`config.mk`:
```
export PLATFORM = sky130hd
export DESIGN_NAME = request_dispatcher_4rd_flat
export DESIGN_NICKNAME = d
export VERILOG_FILES = /design/src/rtl/request_dispatcher_4rd_pkg.sv /design/src/rtl/request_dispatcher_4rd_if.sv /design/src/rtl/request_dispatcher_4rd.sv /design/src/flat_wrapper.sv
export SDC_FILE = /design/constraint.sdc
export NUM_CORES = 1
export LEC_CHECK = 0
export BUFFER_PORTS_ARGS = -buffer_cell sky130_fd_sc_hd__buf_4
export CORE_AREA = 4 4 129 131
export DETAILED_ROUTE_END_ITERATION = 10
export DIE_AREA = 0 0 133 135
export PLACE_DENSITY = 0.6
export SLEW_MARGIN = 20
export SYNTH_ARGS = -nofsm -noshare
export SYNTH_HDL_FRONTEND = slang
export SYNTH_SLANG_ARGS = --single-unit
export TNS_END_PERCENT = 30
```
`constraint.sdc`:
```
create_clock -name clk_i -period 1.9 [get_ports clk_i]
set_input_delay 0.285 -clock clk_i [delete_from_list [all_inputs] [get_ports clk_i]]
set_output_delay 0.285 -clock clk_i [all_outputs]
set_load 0.03 [all_outputs]
```
`src/rtl/request_dispatcher_4rd_pkg.sv`:
```
// dispatch_pkg: shared constants, FSM state type and slave-index helper
// for the 4-port request dispatcher.
package dispatch_pkg;

  localparam int NUM_SLAVES    = 4;
  localparam int SLV_IDX_WIDTH = 2;

  typedef enum logic {
    ST_IDLE,
    ST_ISSUE
  } state_e;

  // Slave index lives in the top SLV_IDX_WIDTH address bits.
  function automatic logic [SLV_IDX_WIDTH-1:0] slv_idx(
    input logic [63:0] addr,
    input int          aw
  );
    return addr[aw-1 -: SLV_IDX_WIDTH];
  endfunction

endpackage

```
`src/rtl/request_dispatcher_4rd_if.sv`:
```
// request_dispatcher_4rd_if: master request, 4 slave ports, tag FIFO push
// and response-retire strobe. slave = dispatcher view, master = driver view.
interface request_dispatcher_4rd_if #(
  parameter int ADDR_WIDTH = 32,
  parameter int DATA_WIDTH = 32,
  parameter int TAG_WIDTH  = 2
);
  logic                  req_i;
  logic                  req_we_i;
  logic [ADDR_WIDTH-1:0] req_addr_bi;
  logic [DATA_WIDTH-1:0] req_wdata_bi;
  logic                  req_ack_o;

  logic                  slv0_req_o;
  logic                  slv0_we_o;
  logic [ADDR_WIDTH-1:0] slv0_addr_bo;
  logic [DATA_WIDTH-1:0] slv0_wdata_bo;
  logic                  slv0_ack_i;

  logic                  slv1_req_o;
  logic                  slv1_we_o;
  logic [ADDR_WIDTH-1:0] slv1_addr_bo;
  logic [DATA_WIDTH-1:0] slv1_wdata_bo;
  logic                  slv1_ack_i;

  logic                  slv2_req_o;
  logic                  slv2_we_o;
  logic [ADDR_WIDTH-1:0] slv2_addr_bo;
  logic [DATA_WIDTH-1:0] slv2_wdata_bo;
  logic                  slv2_ack_i;

  logic                  slv3_req_o;
  logic                  slv3_we_o;
  logic [ADDR_WIDTH-1:0] slv3_addr_bo;
  logic [DATA_WIDTH-1:0] slv3_wdata_bo;
  logic                  slv3_ack_i;

  logic                  tag_fifo_full;
  logic                  tag_fifo_wrreq;
  logic [TAG_WIDTH-1:0]  tag_fifo_wdata;
  logic                  rsp_done_i;

  modport slave (
    input  req_i, req_we_i, req_addr_bi,
    input  req_wdata_bi,
    output req_ack_o,
    output slv0_req_o, slv0_we_o,
    output slv0_addr_bo, slv0_wdata_bo,
    input  slv0_ack_i,
    output slv1_req_o, slv1_we_o,
    output slv1_addr_bo, slv1_wdata_bo,
    input  slv1_ack_i,
    output slv2_req_o, slv2_we_o,
    output slv2_addr_bo, slv2_wdata_bo,
    input  slv2_ack_i,
    output slv3_req_o, slv3_we_o,
    output slv3_addr_bo, slv3_wdata_bo,
    input  slv3_ack_i,
    input  tag_fifo_full,
    output tag_fifo_wrreq, tag_fifo_wdata,
    input  rsp_done_i
  );

  modport master (
    output req_i, req_we_i, req_addr_bi,
    output req_wdata_bi,
    input  req_ack_o,
    input  slv0_req_o, slv0_we_o,
    input  slv0_addr_bo, slv0_wdata_bo,
    output slv0_ack_i,
    input  slv1_req_o, slv1_we_o,
    input  slv1_addr_bo, slv1_wdata_bo,
    output slv1_ack_i,
    input  slv2_req_o, slv2_we_o,
    input  slv2_addr_bo, slv2_wdata_bo,
    output slv2_ack_i,
    input  slv3_req_o, slv3_we_o,
    input  slv3_addr_bo, slv3_wdata_bo,
    output slv3_ack_i,
    output tag_fifo_full,
    input  tag_fifo_wrreq, tag_fifo_wdata,
    output rsp_done_i
  );

endinterface

```
`src/rtl/request_dispatcher_4rd.sv`:
```
// request_dispatcher_4rd: routes in-order master requests to 4 slaves and
// pushes read tags; ports clk_i, rst_i (async, active-low), bus (slave).
module request_dispatcher_4rd
  import dispatch_pkg::*;
#(
  parameter int ADDR_WIDTH      = 32,
  parameter int DATA_WIDTH      = 32,
  parameter int TAG_WIDTH       = SLV_IDX_WIDTH,
  parameter int MAX_OUTSTANDING = 4
) (
  input logic                    clk_i,
  input logic                    rst_i,
  request_dispatcher_4rd_if.slave bus
);

  localparam int CW = $clog2(MAX_OUTSTANDING) + 1;

  state_e                  state_q;
  logic                    we_q;
  logic [ADDR_WIDTH-1:0]   addr_q;
  logic [DATA_WIDTH-1:0]   wdata_q;
  logic [SLV_IDX_WIDTH-1:0] idx_q;
  logic                    ack_q;
  logic [CW-1:0]           outstanding_q;

  logic                    capture;
  logic                    sel_ack;
  logic                    inc;
  logic                    dec;
  logic [NUM_SLAVES-1:0]   req_vec;

  // Writes bypass read credits; the full check at capture suffices
  // because nothing else writes the tag FIFO.
  always_comb begin
    capture = (state_q == ST_IDLE) && bus.req_i &&
              (bus.req_we_i ||
               (outstanding_q < CW'(MAX_OUTSTANDING) &&
                !bus.tag_fifo_full));
    inc = capture && !bus.req_we_i;
    dec = bus.rsp_done_i && (outstanding_q != '0);
  end

  always_comb begin
    sel_ack = 1'b0;
    req_vec = '0;
    unique case (idx_q)
      2'd0: sel_ack = bus.slv0_ack_i;
      2'd1: sel_ack = bus.slv1_ack_i;
      2'd2: sel_ack = bus.slv2_ack_i;
      2'd3: sel_ack = bus.slv3_ack_i;
      default: sel_ack = 1'b0;
    endcase
    if (state_q == ST_ISSUE) begin
      req_vec[idx_q] = 1'b1;
    end
  end

  always_ff @(posedge clk_i or negedge rst_i) begin
    if (!rst_i) begin
      state_q       <= ST_IDLE;
      we_q          <= 1'b0;
      addr_q        <= '0;
      wdata_q       <= '0;
      idx_q         <= '0;
      ack_q         <= 1'b0;
      outstanding_q <= '0;
    end else begin
      ack_q <= capture;
      unique case (state_q)
        ST_IDLE: begin
          if (capture) begin
            state_q <= ST_ISSUE;
            we_q    <= bus.req_we_i;
            addr_q  <= bus.req_addr_bi;
            wdata_q <= bus.req_wdata_bi;
            idx_q   <= slv_idx(64'(bus.req_addr_bi),
                               ADDR_WIDTH);
          end
        end
        ST_ISSUE: begin
          if (sel_ack) begin
            state_q <= ST_IDLE;
          end
        end
        default: state_q <= ST_IDLE;
      endcase
      // Simultaneous capture and retire cancel out.
      unique case ({inc, dec})
        2'b10: outstanding_q <= outstanding_q + CW'(1);
        2'b01: outstanding_q <= outstanding_q - CW'(1);
        default: outstanding_q <= outstanding_q;
      endcase
    end
  end

  assign bus.req_ack_o = ack_q;

  assign bus.slv0_req_o = req_vec[0];
  assign bus.slv1_req_o = req_vec[1];
  assign bus.slv2_req_o = req_vec[2];
  assign bus.slv3_req_o = req_vec[3];

  assign bus.slv0_we_o = we_q;
  assign bus.slv1_we_o = we_q;
  assign bus.slv2_we_o = we_q;
  assign bus.slv3_we_o = we_q;

  assign bus.slv0_addr_bo = addr_q;
  assign bus.slv1_addr_bo = addr_q;
  assign bus.slv2_addr_bo = addr_q;
  assign bus.slv3_addr_bo = addr_q;

  assign bus.slv0_wdata_bo = wdata_q;
  assign bus.slv1_wdata_bo = wdata_q;
  assign bus.slv2_wdata_bo = wdata_q;
  assign bus.slv3_wdata_bo = wdata_q;

  // Tag push coincides with the selected slave's accept of a read.
  assign bus.tag_fifo_wrreq =
    (state_q == ST_ISSUE) && sel_ack && !we_q;
  assign bus.tag_fifo_wdata = TAG_WIDTH'(idx_q);

endmodule

```
`src/flat_wrapper.sv`:
```
// flat-port wrapper written by rule: the top's interface ports become plain ports
module request_dispatcher_4rd_flat import dispatch_pkg::*;
#(
  parameter int ADDR_WIDTH      = 32,
  parameter int DATA_WIDTH      = 32,
  parameter int TAG_WIDTH       = SLV_IDX_WIDTH,
  parameter int MAX_OUTSTANDING = 4
)
  (clk_i, rst_i, bus_req_i, bus_req_we_i, bus_req_addr_bi, bus_req_wdata_bi, bus_req_ack_o, bus_slv0_req_o, bus_slv0_we_o, bus_slv0_addr_bo, bus_slv0_wdata_bo, bus_slv0_ack_i, bus_slv1_req_o, bus_slv1_we_o, bus_slv1_addr_bo, bus_slv1_wdata_bo, bus_slv1_ack_i, bus_slv2_req_o, bus_slv2_we_o, bus_slv2_addr_bo, bus_slv2_wdata_bo, bus_slv2_ack_i, bus_slv3_req_o, bus_slv3_we_o, bus_slv3_addr_bo, bus_slv3_wdata_bo, bus_slv3_ack_i, bus_tag_fifo_full, bus_tag_fifo_wrreq, bus_tag_fifo_wdata, bus_rsp_done_i);
  request_dispatcher_4rd_if #(.ADDR_WIDTH(ADDR_WIDTH), .DATA_WIDTH(DATA_WIDTH), .TAG_WIDTH(TAG_WIDTH)) bus_i ();
  input logic clk_i;
  input logic rst_i;
  input wire logic [$bits(bus_i.req_i)-1:0] bus_req_i;
  input wire logic [$bits(bus_i.req_we_i)-1:0] bus_req_we_i;
  input wire logic [$bits(bus_i.req_addr_bi)-1:0] bus_req_addr_bi;
  input wire logic [$bits(bus_i.req_wdata_bi)-1:0] bus_req_wdata_bi;
  output wire logic [$bits(bus_i.req_ack_o)-1:0] bus_req_ack_o;
  output wire logic [$bits(bus_i.slv0_req_o)-1:0] bus_slv0_req_o;
  output wire logic [$bits(bus_i.slv0_we_o)-1:0] bus_slv0_we_o;
  output wire logic [$bits(bus_i.slv0_addr_bo)-1:0] bus_slv0_addr_bo;
  output wire logic [$bits(bus_i.slv0_wdata_bo)-1:0] bus_slv0_wdata_bo;
  input wire logic [$bits(bus_i.slv0_ack_i)-1:0] bus_slv0_ack_i;
  output wire logic [$bits(bus_i.slv1_req_o)-1:0] bus_slv1_req_o;
  output wire logic [$bits(bus_i.slv1_we_o)-1:0] bus_slv1_we_o;
  output wire logic [$bits(bus_i.slv1_addr_bo)-1:0] bus_slv1_addr_bo;
  output wire logic [$bits(bus_i.slv1_wdata_bo)-1:0] bus_slv1_wdata_bo;
  input wire logic [$bits(bus_i.slv1_ack_i)-1:0] bus_slv1_ack_i;
  output wire logic [$bits(bus_i.slv2_req_o)-1:0] bus_slv2_req_o;
  output wire logic [$bits(bus_i.slv2_we_o)-1:0] bus_slv2_we_o;
  output wire logic [$bits(bus_i.slv2_addr_bo)-1:0] bus_slv2_addr_bo;
  output wire logic [$bits(bus_i.slv2_wdata_bo)-1:0] bus_slv2_wdata_bo;
  input wire logic [$bits(bus_i.slv2_ack_i)-1:0] bus_slv2_ack_i;
  output wire logic [$bits(bus_i.slv3_req_o)-1:0] bus_slv3_req_o;
  output wire logic [$bits(bus_i.slv3_we_o)-1:0] bus_slv3_we_o;
  output wire logic [$bits(bus_i.slv3_addr_bo)-1:0] bus_slv3_addr_bo;
  output wire logic [$bits(bus_i.slv3_wdata_bo)-1:0] bus_slv3_wdata_bo;
  input wire logic [$bits(bus_i.slv3_ack_i)-1:0] bus_slv3_ack_i;
  input wire logic [$bits(bus_i.tag_fifo_full)-1:0] bus_tag_fifo_full;
  output wire logic [$bits(bus_i.tag_fifo_wrreq)-1:0] bus_tag_fifo_wrreq;
  output wire logic [$bits(bus_i.tag_fifo_wdata)-1:0] bus_tag_fifo_wdata;
  input wire logic [$bits(bus_i.rsp_done_i)-1:0] bus_rsp_done_i;
  assign bus_i.req_i = bus_req_i;
  assign bus_i.req_we_i = bus_req_we_i;
  assign bus_i.req_addr_bi = bus_req_addr_bi;
  assign bus_i.req_wdata_bi = bus_req_wdata_bi;
  assign bus_req_ack_o = bus_i.req_ack_o;
  assign bus_slv0_req_o = bus_i.slv0_req_o;
  assign bus_slv0_we_o = bus_i.slv0_we_o;
  assign bus_slv0_addr_bo = bus_i.slv0_addr_bo;
  assign bus_slv0_wdata_bo = bus_i.slv0_wdata_bo;
  assign bus_i.slv0_ack_i = bus_slv0_ack_i;
  assign bus_slv1_req_o = bus_i.slv1_req_o;
  assign bus_slv1_we_o = bus_i.slv1_we_o;
  assign bus_slv1_addr_bo = bus_i.slv1_addr_bo;
  assign bus_slv1_wdata_bo = bus_i.slv1_wdata_bo;
  assign bus_i.slv1_ack_i = bus_slv1_ack_i;
  assign bus_slv2_req_o = bus_i.slv2_req_o;
  assign bus_slv2_we_o = bus_i.slv2_we_o;
  assign bus_slv2_addr_bo = bus_i.slv2_addr_bo;
  assign bus_slv2_wdata_bo = bus_i.slv2_wdata_bo;
  assign bus_i.slv2_ack_i = bus_slv2_ack_i;
  assign bus_slv3_req_o = bus_i.slv3_req_o;
  assign bus_slv3_we_o = bus_i.slv3_we_o;
  assign bus_slv3_addr_bo = bus_i.slv3_addr_bo;
  assign bus_slv3_wdata_bo = bus_i.slv3_wdata_bo;
  assign bus_i.slv3_ack_i = bus_slv3_ack_i;
  assign bus_i.tag_fifo_full = bus_tag_fifo_full;
  assign bus_tag_fifo_wrreq = bus_i.tag_fifo_wrreq;
  assign bus_tag_fifo_wdata = bus_i.tag_fifo_wdata;
  assign bus_i.rsp_done_i = bus_rsp_done_i;
  request_dispatcher_4rd #(.ADDR_WIDTH(ADDR_WIDTH), .DATA_WIDTH(DATA_WIDTH), .TAG_WIDTH(TAG_WIDTH), .MAX_OUTSTANDING(MAX_OUTSTANDING)) u_core (.clk_i(clk_i), .rst_i(rst_i), .bus(bus_i));
endmodule
```
==> results of run 1 <==
Yosys cell counts (2+ instances only):
library cell	instances	area, µm²
a21oi_1	2	10.01
buf_2	3	15.01
buf_4	197	1479
buf_6	4	45.04
dfrtp_1	70	1752
inv_1	4	15.01
mux2_2	37	416.7
mux2_4	28	420.4
mux2i_1	2	20.02
nand2_1	2	7.510
nor2_1	3	11.26
nor3b_1	2	15.01
xor2_1	2	17.52
kinds of logic (layout without fill, tap and decap cells):
kind of cell	Yosys count	in the layout	share of synthesized area
muxes	67	67	0.1977
DFF	70	70	0.4040
buffers and inverters	209	367	0.3593
and+or+nand+nor	12	12	0.01703
adders and majority gates	2	2	0.007503
AOI/OAI and AO/OA	5	5	0.008371
xor gates and xnor gates	3	3	0.006062
final cells by class:
class | instances | area [µm²] | share of cell area
repair buffers | 349 | 2648 | 0.4390
flip-flops and latches | 70 | 1754 | 0.2909
multi-input cells | 89 | 1069 | 0.1772
clock buffers | 13 | 270.3 | 0.04481
well taps | 216 | 270.3 | 0.04481
inverters | 4 | 15.01 | 0.002490
clock inverters | 1 | 5.005 | 0.0008299
path summary, 6_finish.rpt:
| kind | slack [ns] | cells after the start | startpoint | to |
|---|---|---|---|---|
| max in group asynchronous | 0.87 | 3 | rst_i | u_core.bus.slv0_addr_bo[25] |
| setup / recovery | 0.05 | 9 | u_core.outstanding_q[2] | u_core.outstanding_q[2] |
| hold / removal | 0.18 | 2 | bus_req_wdata_bi[30] | u_core.bus.slv0_wdata_bo[30] |
| min in group asynchronous | 0.43 | 2 | rst_i | u_core.bus.slv0_addr_bo[24] |
| hold reg to reg | 0.50 | 1 | u_core.outstanding_q[0] | u_core.outstanding_q[0] |
| setup reg to reg | 0.05 | 9 | u_core.outstanding_q[2] | u_core.outstanding_q[2] |
per-layer routing:
metal / wire length, µm / global-route usage / up-vias
li1: - / - / 1296
met3: 1125 / 0.04508 / 11
met5: 0 / 0 / -
met2: 5949 / 0.2071 / 176
met4: 139 / 0.03811 / 0
met1: 4077 / 0.1272 / 1368
timing repair:
item / in CTS / in global routing
setup endpoints to repair: 1 / 2
hold endpoints to repair: 29 / 0
pin swaps: 0 / 5
setup buffers: 0 / 2
gates resized for setup: 3 / 2
hold buffers: 1 / 0
gates cloned: 0 / 0
metrics by stage:
step | utilization | TNS [ns] | instance area, µm²
floorplan | - | -0.1983 | 4365
global placement | 0.3662 | 0 | 5712
detailed placement | 0.3662 | -0.01426 | 5712
CTS | 0.3849 | 0 | 6003
global route | 0.3867 | -0.03321 | 6031
finish | 0.3867 | 0 | 6031
registers in the layout, indices dropped and copies added (netlist names):
name / count
u_core.bus.req_ack_o: 1
u_core.bus.slv0_wdata_bo: 32
u_core.bus.slv0_addr_bo: 30
u_core.state_q: 1
u_core.bus.slv0_we_o: 1
u_core.bus.tag_fifo_wdata: 2
u_core.outstanding_q: 3
==> metrics.md, run 1 <==
| Metric | Value |
|---|---|
| Outcome | `completed` |
| H-tree depth | `3` |
| Hold Crit Class | `in -> reg` |
| Initial antenna violation count | `0` |
| Crit-path cells | `o21bai_2 > nand3b_4 > or2_4 > ha_4 > inv_2 > fa_2 > xor2_2 > nor2_1 > xor2_1` |
| Clk_lat worst skew | `about 0.33 ns` |
| Syn Nets | `between 400 and 500` |
| Vias per std cell | `~3.8` |
| Cell area after synthesis | `0.004335 mm²` |
| Worst-path fanout max | `3` |
| GRT Total Usage | `0.1163` |
| Max-slew headroom | `0.6999` |
| Vias in the first global route | `around 2,900` |
| RSZ-0062 raised after global routing | `true` |
| First-pass GRT wire length | `about 16,000 µm` |
| DR WL/cell | `between 15 and 20 µm` |
| Post-place setup slack | `-0.01426 ns` |
| Startpoint Class | `flop` |
| Sequential area share after synthesis | `0.4040` |
| Grt ovf | `0` |
| Die Span X | `133 µm` |
| Fraction of layout cells with a size suffix above 1 | `0.8308` |
| GPL Wtd Cong | `between 0.7 and 0.8` |
| CTS root buf | `clkbuf_16` |
| Endpoints failing setup | `0` |
| Final Hold Viols | `0` |
| Clock transition at path regs | `0.05 ns` |
| # clock sinks | `70` |
| Iteration-0 DRC Markers | `between 70 and 80` |
| Via count | `about 2,900` |
| Core area | `between 0.015 and 0.02 mm²` |
| Commonest non-fill, non-tap cell in the layout | `buf_4` |
| Synthesized instance count | `about 370` |
| Fin. max-slew vios | `0` |
| Dominant synthesized flop cell | `dfrtp_1` |
| CP Class | `reg -> reg` |
| Worst-Margin Slew | `~0.45 ns` |
| Die ar. | `roughly 0.018 mm²` |
| CP required | `roughly 2.1 ns` |
| Critical path buffers and inverters | `1` |
| Hold_ws | `about 0.18 ns` |
| Async S/R FF share, synth | `1.000` |
| Synth Area per Inst | `~12 µm²` |
| Number of synthesized register bits | `70` |
| Synth warn | `0` |
| Top Family by Delay on Critical Path | `flip-flops` |
| Die Y | `~140 µm` |
| Clock buffer depth | `2` |
| Fill count | `between 1,000 and 1,500` |
| Fin Clk Skew | `between 0.006 and 0.007 ns` |
| Final ANT Viol Nets | `0` |
| Worst Path Arrival | `~2.1 ns` |
| Starting density of the core | `0.2780` |
| Layout area overhead | `39.11%` |
| Post-synth EDFFs | `0` |
| First-pass DRT Iterations | `4` |
| Worst setup margin | `between 0.04 and 0.05 ns` |
| DRC Markers | `0` |
| Num CTS Buffers | `9` |
| DP Wirelength | `slightly below 9000 µm` |
| Synth cell types | `25` |
| Worst Setup End Kind | `flop` |
| Row count | `46` |
| Largest net degree at the start of global routing | `67` |
| DRT Wirelength | `between 10,000 and 15,000 µm` |
| CTS tree | `yes` |
| Final nets | `~600` |
| Finished Layout Cells | `742` |
| Part of the cycle the worst path needs | `0.9746` |
| Number of placed instances with taps included | `around 730` |
| Max-cap violation count | `0` |
| Fmax | `0.5401 GHz` |
| Commonest non-fill, non-tap cells in the layout | `buf_4, dfrtp_1, mux2_2` |
| Minimum clock period after layout | `1.852 ns` |
| Critical Path Max Stage Delay | `between 0.4 and 0.5 ns` |
| Critical-path top delay cell | `dfrtp_1` |
| N_diodes | `0` |
| IO buf count | `around 340` |
| Io pins | `342` |
Power of run 1 is left out: the tool's default activity adds up to more than one toggle a clock period on the data nets, which glitch-free logic cannot reach.
==> run 2: changes to the inputs <==
--- a/config.mk
+++ b/config.mk
@@ -10,6 +10,7 @@
 export DETAILED_ROUTE_END_ITERATION = 10
 export DIE_AREA = 0 0 133 135
 export PLACE_DENSITY = 0.6
+export REMOVE_ABC_BUFFERS = 1
 export SLEW_MARGIN = 20
 export SYNTH_ARGS = -nofsm -noshare
 export SYNTH_HDL_FRONTEND = slang
==> run 2 against run 1 <==
Effect of this change: die area unchanged; final cell count up 0.27%; setup slack better by 0.019 ns; register-to-register slack better by 0.02 ns; largest cell class unchanged.
==> metrics.md, run 2 (synthesis results as in run 1) <==
| Metric | Value |
|---|---|
| Die Y | `135 µm (unchanged)` |
| Starting density of the core | `0.2780 (unchanged)` |
| First-pass GRT wire length | `16,280 µm (was 16,170 µm)` |
| Clk_lat worst skew | `0.33 ns (about the same)` |
| Max-slew headroom | `0.6828 (was 0.6999)` |
| Via count | `2,883 (was 2,851)` |
| Fmax | `0.5458 GHz (was 0.5401 GHz)` |
| DP Wirelength | `8308 µm (was 8779 µm)` |
| Part of the cycle the worst path needs | `0.9643 (was 0.9746)` |
| Initial antenna violation count | `0 (unchanged)` |
| Final nets | `599 (unchanged)` |
| Worst-path fanout max | `2 (was 3)` |
| Hold Crit Class | `in -> reg (unchanged)` |
| Outcome | `completed (unchanged)` |
| Setup TNS | `0 ns (unchanged)` |
| CTS root buf | `clkbuf_16 (unchanged)` |
| Die Span X | `133 µm (unchanged)` |
| CTS tree | `yes (unchanged)` |
| DRC Markers | `0 (unchanged)` |
| H-tree depth | `3 (unchanged)` |
| Commonest non-fill, non-tap cell in the layout | `buf_4 (unchanged)` |
| Commonest non-fill, non-tap cells in the layout | `buf_4, dfrtp_1, mux2_2 (unchanged)` |
| Minimum clock period after layout | `1.832 ns (was 1.852 ns)` |
| DRT Wirelength | `10,900 µm (was 11,290 µm)` |
| Final Hold Viols | `0 (unchanged)` |
| Final ANT Viol Nets | `0 (unchanged)` |
| Top Family by Delay on Critical Path | `flip-flops (unchanged)` |
| Crit-path cells | `buf_4 > buf_4 > o31a_1 > ha_4 > inv_2 > fa_1 > xor2_1 > nor2_1 > xor2_1 (was o21bai_2 > nand3b_4 > or2_4 > ha_4 > inv_2 > fa_2 > xor2_2 > nor2_1 > xor2_1)` |
| Grt ovf | `0 (unchanged)` |
| Max FFs per register | `32 (unchanged)` |
| Row count | `46 (unchanged)` |
| IO buf count | `341 (unchanged)` |
| DR WL/cell | `14.65 µm (was 15.22 µm)` |
| Iteration-0 DRC Markers | `54 (was 71)` |
| CP required | `2.11 ns (about the same)` |
| Largest net degree at the start of global routing | `67 (unchanged)` |
| First-pass DRT Iterations | `4 (unchanged)` |
| Core area | `0.01560 mm² (unchanged)` |
| Worst Setup End Kind | `flop (unchanged)` |
| Vias per std cell | `3.875 (was 3.842)` |
| Worst Path Arrival | `2.04 ns (was 2.06 ns)` |
| Clock transition at path regs | `0.06 ns (was 0.05 ns)` |
| RSZ-0062 raised after global routing | `true (unchanged)` |
| Finished Layout Cells | `744 (was 742)` |
| CP Class | `reg -> reg (unchanged)` |
| Critical-path top delay cell | `dfrtp_1 (unchanged)` |
| Fin. max-slew vios | `0 (unchanged)` |
| Number of placed instances with taps included | `726 (was 725)` |
| Hold_ws | `0.1802 ns (was 0.1794 ns)` |
| Endpoints failing setup | `0 (unchanged)` |
| GRT Total Usage | `0.1136 (was 0.1163)` |
| Post-place setup slack | `-0.03532 ns (was -0.01426 ns)` |
| Worst-Margin Slew | `0.4758 ns (was 0.4502 ns)` |
| N_diodes | `0 (unchanged)` |
| Startpoint Class | `flop (unchanged)` |
| Num CTS Buffers | `9 (unchanged)` |
| Fraction of layout cells with a size suffix above 1 | `0.8258 (was 0.8308)` |
| Layout area overhead | `39.57% (was 39.11%)` |
| Vias in the first global route | `3,000 (was 2,868)` |
| Critical Path Max Stage Delay | `0.38 ns (was 0.41 ns)` |
| Fin Clk Skew | `0.005765 ns (was 0.006056 ns)` |
| Max-cap violation count | `0 (unchanged)` |
| Io pins | `342 (unchanged)` |
| Critical path buffers and inverters | `3 (was 1)` |
| GPL Wtd Cong | `0.7013 (was 0.7469)` |
| # clock sinks | `70 (unchanged)` |
| Worst setup margin | `0.06781 ns (was 0.04835 ns)` |
| Clock buffer depth | `2 (unchanged)` |
| Die ar. | `0.01796 mm² (unchanged)` |
[run 2: cell type report]
type / count / area [µm²]
clock buffer: 11 / 252.7
tap: 216 / 270.3
timing repair buffer: 349 / 2648
clock inverter: 5 / 57.56
inverter: 4 / 15.01
multi-input combinational: 89 / 1055
sequential: 70 / 1753
fill: 1498 / 9547
[run 2: per-layer routing]
layer / track usage / vias up / wire length [µm]
met5: 0 / - / 0
li1: - / 1305 / -
met3: 0.05142 / 7 / 1297
met1: 0.1306 / 1368 / 4020
met2: 0.1919 / 203 / 5501
met4: 0.03118 / 0 / 80
[run 2: what timing repair did]
item                                    in CTS  in global routing
buffers inserted                             0                  1
hold endpoints to repair                    33                  0
pin swaps                                    1                  3
gates resized for setup                      1                  5
endpoints found under the setup margin       3                  3
hold buffers                                 1                  0
[run 2: final timing paths]
check	start	to	slack, ns	cells after the start
max	u_core.outstanding_q[2]	u_core.outstanding_q[2]	0.07	9
max reg2reg	u_core.outstanding_q[2]	u_core.outstanding_q[2]	0.07	9
min in group asynchronous	rst_i	u_core.bus.slv0_addr_bo[0]	0.46	2
min reg2reg	u_core.outstanding_q[0]	u_core.outstanding_q[0]	0.52	1
max in group asynchronous	rst_i	u_core.bus.tag_fifo_wdata[0]	0.85	3
min	bus_req_wdata_bi[24]	u_core.bus.slv0_wdata_bo[24]	0.18	2
[run 2: per-stage QoR]
| stage | cell area, µm² | utilization |
|---|---|---|
| detailed placement | 5702 | 0.3656 |
| global placement | 5702 | 0.3656 |
| floorplan | 2793 | - |
| global route | 6051 | 0.3879 |
| finish | 6051 | 0.3879 |
| CTS | 6023 | 0.3862 |
Power of run 2 is left out for the same reason.
